`src/rtl/cache_ctrl_pkg.sv`:
```
// Shared types and constants for the direct-mapped write-through cache controller.
package cache_ctrl_pkg;

  typedef enum logic [2:0] {
    IDLE,
    LOOKUP,
    FILL_REQ,
    FILL_WAIT,
    FILL_WR,
    WR_MEM,
    WR_WAIT,
    DONE
  } state_t;

  localparam logic RD = 1'b1;
  localparam logic WR = 1'b0;

  // Index width for n items, never narrower than one bit.
  function automatic int idx_w(input int n);
    return (n > 1) ? $clog2(n) : 1;
  endfunction

endpackage

```
`src/rtl/cache_ctrl_if.sv`:
```
// CPU, tag-compare, cache-array and memory handshake signals of the cache controller.
interface cache_ctrl_if #(
  parameter int IDX_W = 2
);
  logic             strobe;
  logic             rw;
  logic             match;
  logic             valid;
  logic             rdy;
  logic             cache_we;
  logic             wsel;
  logic             valid_set;
  logic [IDX_W-1:0] word_idx;
  logic             mstrobe;
  logic             mrw;
  logic             busy;

  modport master (
    output strobe, rw, match, valid,
    input  rdy, cache_we, wsel, valid_set, word_idx, mstrobe, mrw, busy
  );

  modport slave (
    input  strobe, rw, match, valid,
    output rdy, cache_we, wsel, valid_set, word_idx, mstrobe, mrw, busy
  );
endinterface

```
`src/rtl/cache_lat_ctr.sv`:
```
// Loadable down-counter with zero flag; paces the memory latency wait states.
module cache_lat_ctr #(
  parameter int W = 1
) (
  input  logic         clk,
  input  logic         reset,
  input  logic         load,
  input  logic         dec,
  input  logic [W-1:0] load_val,
  output logic         zero
);

  logic [W-1:0] cnt;

  always_ff @(posedge clk) begin
    if (reset) begin
      cnt <= '0;
    end else if (load) begin
      cnt <= load_val;
    end else if (dec && (cnt != '0)) begin
      cnt <= cnt - W'(1);
    end
  end

  assign zero = (cnt == '0);

endmodule

```
`src/rtl/cache_ctrl_fsm.sv`:
```
// Direct-mapped write-through cache controller: read hits, multi-word line fills, write-through.
// Optional saturating hit/miss counters when CACHE_STATS_EN is defined.
//   state     | meaning
//   IDLE      | wait for CPU strobe       LOOKUP    | evaluate tag hit
//   FILL_REQ  | request one line word     FILL_WAIT | memory latency for fill word
//   FILL_WR   | write fill word to cache  WR_MEM    | write-through request (+cache on hit)
//   WR_WAIT   | memory latency for store  DONE      | one-cycle rdy pulse
module cache_ctrl_fsm
  import cache_ctrl_pkg::*;
#(
  parameter int WORDS_PER_LINE = 4,
  parameter int MEM_LAT        = 2
`ifdef CACHE_STATS_EN
  ,
  parameter int STAT_W         = 16
`endif
) (
  input  logic              clk,
  input  logic              reset,
`ifdef CACHE_STATS_EN
  output logic [STAT_W-1:0] hit_cnt,
  output logic [STAT_W-1:0] miss_cnt,
`endif
  cache_ctrl_if.slave       bus
);

  localparam int IDX_W = idx_w(WORDS_PER_LINE);
  localparam int LAT_W = idx_w(MEM_LAT);
  localparam logic [IDX_W-1:0] LAST_IDX = IDX_W'(WORDS_PER_LINE - 1);
  localparam logic [LAT_W-1:0] LAT_LOAD = LAT_W'(MEM_LAT - 1);

  state_t           state;
  logic             rw_q;
  logic             hit_q;
  logic             rdy_q;
  logic             wsel_q;
  logic             valid_set_q;
  logic             mstrobe_q;
  logic             mrw_q;
  logic             busy_q;
  logic [IDX_W-1:0] word_idx_q;
  logic             hit;
  logic             lat_zero;
  logic             lat_load;
  logic             lat_dec;

  assign hit      = bus.match & bus.valid;
  assign lat_load = (state == FILL_REQ) || (state == WR_MEM);
  assign lat_dec  = ((state == FILL_WAIT) || (state == WR_WAIT)) && !lat_zero;

  cache_lat_ctr #(.W(LAT_W)) u_lat_ctr (
    .clk      (clk),
    .reset    (reset),
    .load     (lat_load),
    .dec      (lat_dec),
    .load_val (LAT_LOAD),
    .zero     (lat_zero)
  );

  // Outputs are registered alongside the state so they line up with the state they belong to.
  always_ff @(posedge clk) begin
    if (reset) begin
      state       <= IDLE;
      rw_q        <= 1'b0;
      hit_q       <= 1'b0;
      rdy_q       <= 1'b0;
      wsel_q      <= 1'b0;
      valid_set_q <= 1'b0;
      mstrobe_q   <= 1'b0;
      mrw_q       <= 1'b0;
      busy_q      <= 1'b0;
      word_idx_q  <= '0;
    end else begin
      rdy_q       <= 1'b0;
      wsel_q      <= 1'b0;
      valid_set_q <= 1'b0;
      mstrobe_q   <= 1'b0;
      mrw_q       <= 1'b0;
      busy_q      <= 1'b1;
      case (state)
        IDLE: begin
          if (bus.strobe) begin
            rw_q  <= bus.rw;
            state <= LOOKUP;
          end else begin
            busy_q <= 1'b0;
          end
        end
        LOOKUP: begin
          hit_q <= hit;
          if (rw_q == RD && hit) begin
            rdy_q <= 1'b1;
            state <= DONE;
          end else if (rw_q == RD) begin
            word_idx_q <= '0;
            mstrobe_q  <= 1'b1;
            mrw_q      <= RD;
            state      <= FILL_REQ;
          end else begin
            mstrobe_q <= 1'b1;
            mrw_q     <= WR;
            wsel_q    <= 1'b1;
            state     <= WR_MEM;
          end
        end
        FILL_REQ: state <= FILL_WAIT;
        FILL_WAIT: begin
          if (lat_zero) begin
            valid_set_q <= (word_idx_q == LAST_IDX);
            state       <= FILL_WR;
          end
        end
        FILL_WR: begin
          if (word_idx_q == LAST_IDX) begin
            rdy_q <= 1'b1;
            state <= DONE;
          end else begin
            word_idx_q <= word_idx_q + IDX_W'(1);
            mstrobe_q  <= 1'b1;
            mrw_q      <= RD;
            state      <= FILL_REQ;
          end
        end
        WR_MEM: state <= WR_WAIT;
        WR_WAIT: begin
          if (lat_zero) begin
            rdy_q <= 1'b1;
            state <= DONE;
          end
        end
        DONE: begin
          busy_q <= 1'b0;
          state  <= IDLE;
        end
        default: begin
          busy_q <= 1'b0;
          state  <= IDLE;
        end
      endcase
    end
  end

  assign bus.rdy       = rdy_q;
  assign bus.cache_we  = (state == FILL_WR) || ((state == WR_MEM) && hit_q);
  assign bus.wsel      = wsel_q;
  assign bus.valid_set = valid_set_q;
  assign bus.word_idx  = word_idx_q;
  assign bus.mstrobe   = mstrobe_q;
  assign bus.mrw       = mrw_q;
  assign bus.busy      = busy_q;

`ifdef CACHE_STATS_EN
  localparam logic [STAT_W-1:0] STAT_MAX = '1;

  always_ff @(posedge clk) begin
    if (reset) begin
      hit_cnt  <= '0;
      miss_cnt <= '0;
    end else if (state == LOOKUP) begin
      if (hit) begin
        if (hit_cnt != STAT_MAX) hit_cnt <= hit_cnt + STAT_W'(1);
      end else if (miss_cnt != STAT_MAX) begin
        miss_cnt <= miss_cnt + STAT_W'(1);
      end
    end
  end
`endif

endmodule

```
`src/flat_wrapper.sv`:
```
// flat-port wrapper written by rule: the top's interface ports become plain ports
module cache_ctrl_fsm_flat import cache_ctrl_pkg::*;
#(
  parameter int WORDS_PER_LINE = 4,
  parameter int MEM_LAT        = 2

)
  (clk, reset, bus_strobe, bus_rw, bus_match, bus_valid, bus_rdy, bus_cache_we, bus_wsel, bus_valid_set, bus_word_idx, bus_mstrobe, bus_mrw, bus_busy);
  cache_ctrl_if #(.IDX_W((idx_w((4))))) bus_i ();
  input  logic clk;
  input  logic reset;
  input wire logic [$bits(bus_i.strobe)-1:0] bus_strobe;
  input wire logic [$bits(bus_i.rw)-1:0] bus_rw;
  input wire logic [$bits(bus_i.match)-1:0] bus_match;
  input wire logic [$bits(bus_i.valid)-1:0] bus_valid;
  output wire logic [$bits(bus_i.rdy)-1:0] bus_rdy;
  output wire logic [$bits(bus_i.cache_we)-1:0] bus_cache_we;
  output wire logic [$bits(bus_i.wsel)-1:0] bus_wsel;
  output wire logic [$bits(bus_i.valid_set)-1:0] bus_valid_set;
  output wire logic [$bits(bus_i.word_idx)-1:0] bus_word_idx;
  output wire logic [$bits(bus_i.mstrobe)-1:0] bus_mstrobe;
  output wire logic [$bits(bus_i.mrw)-1:0] bus_mrw;
  output wire logic [$bits(bus_i.busy)-1:0] bus_busy;
  assign bus_i.strobe = bus_strobe;
  assign bus_i.rw = bus_rw;
  assign bus_i.match = bus_match;
  assign bus_i.valid = bus_valid;
  assign bus_rdy = bus_i.rdy;
  assign bus_cache_we = bus_i.cache_we;
  assign bus_wsel = bus_i.wsel;
  assign bus_valid_set = bus_i.valid_set;
  assign bus_word_idx = bus_i.word_idx;
  assign bus_mstrobe = bus_i.mstrobe;
  assign bus_mrw = bus_i.mrw;
  assign bus_busy = bus_i.busy;
  cache_ctrl_fsm #(.WORDS_PER_LINE(WORDS_PER_LINE), .MEM_LAT(MEM_LAT)) u_core (.clk(clk), .reset(reset), .bus(bus_i));
endmodule
```
`config.mk`:
```
export PLATFORM = sky130hd
export DESIGN_NAME = cache_ctrl_fsm_flat
export DESIGN_NICKNAME = d
export VERILOG_FILES = /design/src/rtl/cache_ctrl_pkg.sv /design/src/rtl/cache_ctrl_if.sv /design/src/rtl/cache_lat_ctr.sv /design/src/rtl/cache_ctrl_fsm.sv /design/src/flat_wrapper.sv
export SDC_FILE = /design/constraint.sdc
export NUM_CORES = 1
export LEC_CHECK = 0
export CAP_MARGIN = 20
export CORE_MARGIN = 3
export CORE_UTILIZATION = 45
export CTS_CLUSTER_DIAMETER = 80
export DETAILED_ROUTE_END_ITERATION = 16
export PLACE_DENSITY = 0.72
export SLEW_MARGIN = 20
export SYNTH_ARGS = -nofsm -noshare
export SYNTH_HDL_FRONTEND = slang
export SYNTH_SLANG_ARGS = --single-unit
```
`constraint.sdc`:
```
create_clock -name clk -period 1.6 [get_ports clk]
set_clock_uncertainty 0.1 [all_clocks]
set_input_delay 0.32 -clock clk [delete_from_list [all_inputs] [get_ports clk]]
set_output_delay 0.32 -clock clk [all_outputs]
set_load 0.005 [all_outputs]
```
### Yosys cells after proc, flatten, opt, wreduce, memory -nomap -nowiden

Index checks and enable logic that the tools add are counted.

* flip-flop bits (word level): 14
* word-level logic and storage cells: 71
* output and inout port bits: 9
* input port bits: 6

* muxes and demuxes: 26
* add/subtract/negate cells: 2
* equal/unequal tests: 14
* reductions and logical operators: 15
* bitwise operators: 3

Operator list (number)
* $pmux W3 S8: 1
* $mux W3: 6
* $eq A3 B3 Y1 const B: 4
* $mux W1: 11
* $ne A2 B2 Y1 const B: 5
* $eq A3 B2 Y1 const B: 2
* $mux W2: 3
* $pmux W1 S2: 3
* $reduce_or A3 Y1: 2
* $logic_and A1 B1 Y1: 4
* $pmux W2 S2: 1
* $reduce_and A4 Y1: 1
* $reduce_bool A2 Y1: 2
* $eq A3 B1 Y1 const B: 1
* $logic_not A3 Y1: 1
* $logic_or A1 B1 Y1: 3
* $pmux W1 S3: 1
* $reduce_and A3 Y1: 1
* $add A2 B1 Y2 const B: 1
* $eq A2 B2 Y1 const B: 1
* $ne A2 B1 Y1 const B: 1
* $not A1 Y1: 2
* $reduce_and A2 Y1: 1
* $and A1 B1 Y1: 1
* $sub A1 B1 Y1 const B: 1

### Longest topological paths before layout

* word-level depth: 6
* depth in mapped cells: 6
* mapped depth without buffers: 5

### Modules after synthesis

A second synthesis with hierarchy kept.

* cells, all modules: 78
* area, all modules: 715.7 um^2

By module, submodules not included
* cache_ctrl_fsm: area an instance 668.1 um^2, cells an instance 74, sequential area each 260.2 um^2, times used 1
* cache_lat_ctr: area an instance 47.5 um^2, cells an instance 4, sequential area each 20.0 um^2, times used 1

### Least setup slack after synthesis

OpenSTA, ideal clock, no wires.

* kind: register to register
* from: reg u_core.word_idx_q[0], in the netlist u_core.bus.word_idx[0]
* to: reg u_core.word_idx_q[1], in the netlist u_core.bus.word_idx[1]
* period minus slack after synthesis: 1.441 ns
* slack: 0.159 ns
* required time: 1.368 ns
* arrival: 1.209 ns
* stages on the path, launching flop included: 5
* path buffers: 0
* library setup time: 0.132 ns
* cells stage by stage: dfxtp_1 -> ha_1 -> or4b_4 -> nand3_1 -> a21oi_1

* word-level cells in the longest chain between the ends: 3
* elaborated cells between the ends (all ways): 6
* classes of those cells: add/sub (1); eq/ne (2); mux (2); reduce/logical (1)

Ends and longest elaborated chain
* start, declared: RTL line cache_ctrl_fsm.sv:41 `logic [IDX_W-1:0] word_idx_q;`
* start signal, assigned: RTL line cache_ctrl_fsm.sv:118 `word_idx_q <= word_idx_q + IDX_W'(1);`
* $add A2 B1 Y2 or $eq A2 B2 Y1 (tied branches): RTL line cache_ctrl_fsm.sv:118, cache_ctrl_fsm.sv:114
* $mux W2 or $ne A2 B2 Y1 (tied branches)
* $pmux W2 S2 or $reduce_and A4 Y1 (tied branches)

Parallel ways exist; a longest one is shown, timed or not. The select of a mux whose other input is x is not followed.
A chain may end at the register's enable or synchronous reset.

### Worst setup path in the final report

* from: reg u_core.word_idx_q[0], in the netlist u_core.bus.word_idx[0]
* to: out bus_word_idx[0]

RTL lines
* end, declared: RTL line flat_wrapper.sv:20 `output wire logic [$bits(bus_i.word_idx)-1:0] bus_word_idx;`

No word-level cell between the ends.

==> impl_metrics.csv <==
group,metric,value,unit
floorplanning,die_w,45.9,um
timing,rsz0062_at_grt,"false",
timing,setup-tns-final,0,ns
placed_design,hpwl,1160,um
synthesis,synth_cell_types,36,
cells_and_area,fill_cells,119,
worst_setup_path,critPathSlowestCell,"clkdlybuf4s50_1",
run,cap_violations,0,
pwr,finalPower,0.976,mW
drt,drc,0,
synthesis,ys_seq_area_share,39.1,%
global_route,grt_busiest_layer,"met2",
placed_design,io_buffers,14,
cts,htreeDepth,1,
synthesis,ys_warn_count,0,
synthesis,synth_flop_cell,"dfxtp_1",
worst_setup_path,start_kind,"flip-flop",
worst_setup_path,critPathTopFamily,"buffers and inverters",
placed_design,gp_congestion,0.792,
global_route,grt_util_all_layers,17.9,%
worst_setup_path,cp_max_fo,4,
cells_and_area,nets,115,
global_route,grt_pass1_vias,598,
synthesis,yosys.area.top_type,"dfxtp_1",
drt,wire_per_inst,14.0,um
pwr,p_comb_share,33.0,%
worst_setup_path,cp_cell_sequence,"clkdlybuf4s50_1",
pwr,leakagePower,0.399,nW
cts,cts_inserted_buffers,3,
synthesis,synth.avg_cell_area,8.74,um^2
synthesis,netlist_instances,82,
pwr,power_density,976,nW/um^2
drt,first_iter_violations,16,
global_route,use_met2,25.8,%
synthesis,ys_ff_latch,14,
cells_and_area,finalNonFillerCells,122,
drt,first_pass_iters,4,
timing,fin_crit,1.56,ns
worst_setup_path,crit_path_end_kind,"primary output",
timing,hold_viol,0,
worst_setup_path,worstPathRequired,1.18,ns
cells_and_area,fin_util,71.5,%
drt,totalWireLength,1710,um
timing,fmax,641,MHz
cells_and_area,seq_area,285,um^2
cts,clockBufferDepth,2,
pwr,max-vdd-ir-drop,560,uV
cts,cts-root-buf,"clkbuf_4",
global_route,antenna_found_initial,0,
cts,path_clk_slew,0.09,ns
synthesis,synth.top_cell.area_share,39.1,%
floorplanning,die-height,45.9,um
pwr,seq_power_share,40.6,%
cells_and_area,layout-drive-gt1-share,26.2,%
cts,cts_tree,"done",
timing,holdWs,0.379,ns
pwr,internal_power,0.686,mW
cts,clkLatencyLatePin,0.28,ns
synthesis,synth.most_common_cell,"dfxtp_1",
global_route,grt_pass1_wl,2680,um
cells_and_area,diodes,0,
floorplanning,ios,15,
synthesis,async_reset_ff_share,0,%
pwr,swShare,29.7,%
floorplanning,start_util,51.3,%
synthesis,synthTopCellsByArea,"dfxtp_1 (39%), nor2_1 (5.8%), a21oi_1 (5.6%)",
pwr,clock_power_share,26.5,%
worst_setup_path,arrival,1.14,ns
timing,maxSlewViolCount,0,
floorplanning,core-area,1400,um^2
run_status,status,"finished, final reports clean",
cts,cts_sinks,14,
min_path,min_path_type,"reg -> reg",
worst_setup_path,crit_path_max_incr_delay,0.50,ns
timing,finalCritPeriodShare,97.5,%
floorplanning,dieArea,2110,um^2
global_route,use_met3,3.56,%
drt,vias,679,
drt,viasPerCell,5.57,
timing,relSlewSlack,80.1,%
placed_design,dpl.cell_count,113,
global_route,grt_max_degree,20,
floorplanning,rows,13,
synthesis,synthesis.area,717,um^2
synthesis,syn_nets,89,
timing,setup_viol,0,
cells_and_area,area_growth_syn_to_layout,39.4,%
worst_setup_path,path_class,"reg -> out",
global_route,overflow,0,
worst_setup_path,crit_buf_inv,1,
drt,final_antenna_net_count,0,
timing,tightest_slew,0.296,ns
pwr,p_sw,0.289,mW
synthesis,synthTopCellsByCount,"dfxtp_1 (14), nor2_1 (11), a21oi_1 (8)",
synthesis,synth_edf_count,0,
cells_and_area,multi_input_area,412,um^2
global_route,use_met1,25.2,%
[power groups by stage]
stage               sequential, mW  combinational [mW]  clock, mW
floorplan                    0.402               0.179          0
global placement             0.402               0.262          0
detailed placement           0.403               0.266          0
CTS                          0.395               0.272      0.260
global route                 0.399               0.351      0.280
finish                       0.396               0.322      0.258
[state kept, by name, summed over array words and instances, names as in the netlist]
| name | cells |
|---|---|
| u_core.bus.word_idx | 2 |
| u_core.hit_q | 1 |
| u_core.bus.mrw | 1 |
| u_core.bus.mstrobe | 1 |
| u_core.rw_q | 1 |
| u_core.bus.wsel | 1 |
| u_core.bus.valid_set | 1 |
| u_core.bus.busy | 1 |
| u_core.u_lat_ctr.cnt | 1 |
| u_core.bus.rdy | 1 |
| u_core.state | 3 |
[cells by family (layout without fill, tap and decap cells)]
| kind of cell | count (synthesis) | count (layout) | synth area share (%) |
|---|---|---|---|
| muxes | 2 | 2 | 2.79 |
| and+or+nand+nor | 36 | 36 | 30.0 |
| adders and majority gates | 1 | 1 | 1.74 |
| AOI/OAI and AO/OA | 19 | 19 | 17.8 |
| buffers and inverters | 8 | 33 | 6.11 |
| DFF | 14 | 14 | 39.1 |
| xor gates and xnor gates | 2 | 2 | 2.44 |
[cell type report]
class / instances / share of cell area, %
Sequential cell: 14 / 28.5
Inverter: 1 / 0.375
Multi-Input combinational cell: 60 / 41.2
Timing Repair Buffer: 28 / 24.4
Clock buffer: 4 / 3.63
Tap cell: 15 / 1.88
[cells in the final DEF (no fill, tap or decap), types with 2 or more instances in the layout]
cell type / n
nand3_1: 3
nand2_1: 5
o21ai_0: 2
nor3_1: 3
xor2_1: 2
buf_4: 13
a311oi_1: 2
mux2i_1: 2
dfxtp_1: 12
a21oi_1: 8
clkbuf_4: 3
clkdlybuf4s50_1: 13
nor2_1: 11
[final timing paths]
kind | to | from | slack (ns) | depth (start not counted)
worst min register to register | u_core.hit_q | u_core.hit_q | 0.38 | 2
worst max-delay path | bus_word_idx[0] | u_core.bus.word_idx[0] | 0.04 | 1
worst max register to register | u_core.bus.word_idx[0] | u_core.bus.word_idx[0] | 0.06 | 5
worst min-delay path | u_core.hit_q | u_core.hit_q | 0.38 | 2
[through the flow]
stage          setup slack [ns]  area [um^2]
3_5_place_dp            -0.0779          903
5_1_grt                 0.00433         1000
6_report                 0.0399         1000
4_1_cts                  0.0116          942
3_3_place_gp            -0.0449          903
2_1_floorplan             0.159          717
[metal layers]
metal  up-vias  wire [um]
li1        346          -
met1       309        783
met2        22        825
met3         2         95
met4         0          5
met5         -          0
[repair_timing]
action,in CTS,in global routing
setup buffers,0,5
resized for setup,3,7
pin swaps,0,0
endpoints found under the setup margin,3,6
hold buffers,0,0
No activity file was read; power rests on OpenSTA's default activity.
